--- config.mk ---
export PLATFORM = sky130hd
export DESIGN_NAME = stack_unit
export DESIGN_NICKNAME = d
export VERILOG_FILES = /design/src/rtl/stack_unit.sv
export SDC_FILE = /design/constraint.sdc
export NUM_CORES = 1
export LEC_CHECK = 0
export ABC_AREA = 1
export BUFFER_PORTS_ARGS = -buffer_cell sky130_fd_sc_hd__buf_2
export CAP_MARGIN = 25
export CORE_MARGIN = 2
export CORE_UTILIZATION = 60
export DETAILED_ROUTE_END_ITERATION = 12
export PLACE_DENSITY = 0.89
export SLEW_MARGIN = 10
export SYNTH_ARGS = -nofsm -noshare
export SYNTH_HDL_FRONTEND = slang
export SYNTH_SLANG_ARGS = --single-unit
--- constraint.sdc ---
create_clock -name clk -period 3.1 [get_ports clk]
set_input_delay 0.31 -clock clk [delete_from_list [all_inputs] [get_ports clk]]
set_output_delay 0.31 -clock clk [all_outputs]
set_load 0.02 [all_outputs]
--- src/rtl/stack_unit.sv ---
// LIFO stack for the CPU's PSH/POP instructions: register-array storage, a stack
// pointer, full/empty status and sticky overflow/underflow flags.
module stack_unit #(
    parameter int DEPTH = 16,
    parameter int WIDTH = 8,
    parameter int PW    = $clog2(DEPTH + 1)
) (
    input  logic             clk,
    input  logic             rst_n,
    input  logic             push_enable,
    input  logic [WIDTH-1:0] push_data,
    input  logic             pop_enable,
    output logic [WIDTH-1:0] pop_data,
    output logic [PW-1:0]    count,
    output logic             empty,
    output logic             full,
    output logic             overflow,
    output logic             underflow,
    input  logic             err_clear
);

    localparam int AW = $clog2(DEPTH);

    logic [WIDTH-1:0] mem_q [DEPTH];
    logic [PW-1:0]    count_q, count_d;
    logic             overflow_q, overflow_d;
    logic             underflow_q, underflow_d;
    logic             wr_en_s;
    logic [AW-1:0]    wr_idx_s;
    logic [AW-1:0]    top_idx_s;
    logic [AW-1:0]    tail_idx_s;
    logic             empty_s, full_s;
    logic             set_ov_s, set_un_s;

    // DEPTH is a power of two, so the low count bits minus one wrap to the top slot when full.
    assign tail_idx_s = count_q[AW-1:0];
    assign top_idx_s  = count_q[AW-1:0] - AW'(1);
    assign empty_s    = (count_q == {PW{1'b0}});
    assign full_s     = (count_q == PW'(DEPTH));

    // Next-state decode for pointer, storage write port and sticky flags.
    always_comb begin
        count_d  = count_q;
        wr_en_s  = 1'b0;
        wr_idx_s = tail_idx_s;
        set_ov_s = 1'b0;
        set_un_s = 1'b0;
        case ({push_enable, pop_enable})
            2'b10: begin
                if (full_s) begin
                    set_ov_s = 1'b1;
                end else begin
                    wr_en_s = 1'b1;
                    count_d = count_q + PW'(1);
                end
            end
            2'b01: begin
                if (empty_s) begin
                    set_un_s = 1'b1;
                end else begin
                    count_d = count_q - PW'(1);
                end
            end
            2'b11: begin
                wr_en_s = 1'b1;
                if (empty_s) begin
                    set_un_s = 1'b1;
                    wr_idx_s = {AW{1'b0}};
                    count_d  = PW'(1);
                end else begin
                    wr_idx_s = top_idx_s;
                end
            end
            default: begin
                count_d = count_q;
            end
        endcase

        // A flag-setting event beats err_clear in the same cycle.
        if (set_ov_s) begin
            overflow_d = 1'b1;
        end else if (err_clear) begin
            overflow_d = 1'b0;
        end else begin
            overflow_d = overflow_q;
        end
        if (set_un_s) begin
            underflow_d = 1'b1;
        end else if (err_clear) begin
            underflow_d = 1'b0;
        end else begin
            underflow_d = underflow_q;
        end
    end

    // Stack pointer and sticky flags, cleared asynchronously.
    always_ff @(posedge clk or negedge rst_n) begin
        if (!rst_n) begin
            count_q     <= {PW{1'b0}};
            overflow_q  <= 1'b0;
            underflow_q <= 1'b0;
        end else begin
            count_q     <= count_d;
            overflow_q  <= overflow_d;
            underflow_q <= underflow_d;
        end
    end

    // Storage array; deliberately left unreset.
    always_ff @(posedge clk) begin
        if (wr_en_s) begin
            mem_q[wr_idx_s] <= push_data;
        end
    end

    // Top-of-stack read, forced to zero when there is nothing to read.
    always_comb begin
        if (empty_s) begin
            pop_data = {WIDTH{1'b0}};
        end else begin
            pop_data = mem_q[top_idx_s];
        end
    end

    assign count     = count_q;
    assign empty     = empty_s;
    assign full      = full_s;
    assign overflow  = overflow_q;
    assign underflow = underflow_q;

endmodule

==> flow_summary.yaml <==
synthesis:
  synthFlopType: "edfxtp_1"
  syn_area_um2: 5860
  synth-edff-count: 128
  postSynthAreaPerCell_um2: 10.8
  yosys_warnings: 0
  async_reset_ff_frac: 0.0519
  yosysTopAreaCellShare: 0.656
  synth_cells: 544
  synthTopCellsByArea: "edfxtp_1 (66%), nand2_1 (11%), nand3_1 (7.9%)"
  yosys.cell_types.count: 27
  yosysTopAreaCell: "edfxtp_1"
  synth-seq-area-share: 0.686
  synth_nets: 563
  synth-seq-cells: 135
sta:
  max_freq_mhz: 332
  timing.slew.headroom: 0.537
  slew_violations: 0
  final.setup.worst_slack_ns: 0.0913
  fin_skew_ns: 0.00883
  grt_setup_unrepaired: "no"
  fin_tns_setup_ns: 0
  hold_viol_final: 0
  timing.final.crit_share: 0.971
  finalSetupViolCount: 0
  tightestPinTransition_ns: 0.694
  period_minus_slack_ns: 3.01
  hold_ws_ns: 0.107
clocking:
  htreeDepth: 4
  clk-insertion-delay-late_ns: 0.53
  cts_setup_buffers: 0
  cts_root_buf: "clkbuf_8"
  clockBufferDepth: 2
  cts_made_buffers: 17
  clkTransAtPathRegs_ns: 0.06
  cts_tree: "built"
  clock_sinks: 135
critical_path:
  critPathArrivalTime_ns: 2.70
  slowest_delay_ns: 0.41
  critPathBufInv: 4
  cp.depth: 10
  end_kind: "primary output"
  crit_fanout: 32
  critPathSlowestCell: "dfrtp_2"
  path_class: "flip-flop to primary output"
  path_cells: "inv_2, buf_6, ha_1, xor2_2, buf_6, nand2_1, a21oi_1, nor2_1, nor2_1, buf_2"
  critPathTopFamily: "buffers and inverters"
  r2r_cells: 8
  cp-start-kind: "flip-flop"
  critPathRequiredTime_ns: 2.79
die:
  io_pins: 30
  die_w_um: 103
  dieArea_um2: 10600
  core_area_um2: 9640
  initial_utilization: 0.608
  rows: 36
  die-height_um: 103
global_route:
  grt_first_pass_wirelength_um: 21700
  grtUsageTotal: 0.282
  overflow: 0
  grt_start_max_net_pins: 69
  grt_pass1_vias: 4214
  antenna_found_initial: 0
pwr:
  p_clk_frac: 0.257
  ir_worst_vdd_uv: 588
  netSwitchingPower_mw: 3.33
  power.density_nw_per_um2: 1160
  power.share.switching: 0.423
  p_int_mw: 4.54
  comb_power_share: 0.453
  power.leakage_nw: 2.70
  pwr-share-seq: 0.290
  p_total_mw: 7.87
detailed_routing:
  drtAntennaViolNets: 0
  num_vias: 4359
  vias_per_cell: 5.97
  wl_per_cell_um: 19.2
  totalWireLength_um: 14000
  drtPass1Iterations: 8
  first_iter_violations: 576
  post-route-drc-count: 0
layout:
  fillers: 659
  fin_area_um2: 6810
  final_common_cell: "nand2_1"
  final_cell_mix: "nand2_1 (179), edfxtp_1 (128), nand3_1 (92), nor2_1 (41), buf_2 (29)"
  antenna_cells: 0
  area_growth_pct: 16.2
  area.sequential_um2: 4020
  layout-drive-gt1-share: 0.146
  multi_input_area_um2: 1630
  utilization: 0.706
  fin_nets: 605
  fin_cells: 730
placement:
  pre_cts_ws_ns: 0.454
  port_buffers: 29
  post-dp-hpwl_um: 8380
  dp_cells: 698
  gp_congestion: 0.903
  place_area_um2: 6190
worst_hold_path:
  hold_depth: 3
  hold_path_class: "input port to flip-flop"
outcome:
  outcome: "finished clean"
job:
  cap_violations: 0
[logic make-up after synthesis]
group,count (synthesis),synth area share
simple gates,318,0.227
flops,135,0.686
buf+inv,51,0.0371
compound gates,30,0.0288
fa+ha+maj,6,0.0141
xor+xnor,4,0.00726
[registers in the layout (all words and copies together), names as in the netlist]
signal	count
count	5
underflow	1
mem_q	128
overflow	1
[worst paths after layout]
check	startpoint	endpoint	slack, ns
setup / recovery	count[0]$_DFFE_PN0P_	pop_data[1]	0.09
hold / removal	push_enable	overflow$_DFFE_PN0P_	0.11
setup reg to reg	count[1]$_DFFE_PN0P_	mem_q[12][6]$_DFFE_PP_	0.39
hold reg to reg	overflow$_DFFE_PN0P_	overflow$_DFFE_PN0P_	0.55
max in group asynchronous	rst_n	count[0]$_DFFE_PN0P_	2.77
min in group asynchronous	rst_n	count[3]$_DFFE_PN0P_	0.15
[metal layers]
metal	vias to the layer above	part of all wire	track usage
met5	-	0	0
met4	0	0.049	0.138
met3	64	0.11	0.0692
met2	335	0.48	0.457
met1	2009	0.36	0.360
li1	1951	-	-
[timing repair]
| action | 4_1_cts | 5_1_grt |
|---|---|---|
| resized for setup | 1 | 2 |
| setup endpoints to repair | 7 | 6 |
| hold buffers | 2 | 0 |
| endpoints found under the hold margin | 8 | 0 |
[synthesized netlist by cell type, types with 2 or more instances]
cell type	number
a21oi_1	18
a21oi_2	3
buf_1	3
buf_2	11
clkbuf_1	9
dfrtp_1	7
edfxtp_1	128
ha_1	5
inv_1	21
inv_2	3
nand2_1	179
nand3_1	92
nand3_2	2
nand4_1	3
nor2_1	41
o21ai_0	4
o22ai_1	4
xnor2_1	2
[area by class of cell]
cell class / count / area share
Tap cell: 133 / 0.0244
Clock buffer: 17 / 0.0608
Sequential cell: 135 / 0.590
Clock inverter: 13 / 0.0265
Inverter: 25 / 0.0140
Timing Repair Buffer: 49 / 0.0452
Multi-Input combinational cell: 358 / 0.239
[power groups by stage]
stage / Combinational [mW] / Sequential, mW / Clock (mW)
6_report: 3.57 / 2.28 / 2.02
3_3_place_gp: 3.28 / 2.30 / 0
5_1_grt: 3.83 / 2.29 / 2.10
3_5_place_dp: 3.39 / 2.31 / 0
2_1_floorplan: 2.34 / 2.34 / 0
4_1_cts: 3.48 / 2.28 / 2.02
[worst reg2reg max path: cells and delay by family, from the launching register on]
kind | cells | cell delay [ns]
buffers and inverters | 2 | 0.37
AND/OR/NAND/NOR | 4 | 1.17
flip-flops | 1 | 0.40
AO/OA/AOI/OAI | 1 | 0.13
adder cells (fa/ha/maj) | 1 | 0.27
No activity file was read; power rests on OpenSTA's default activity.
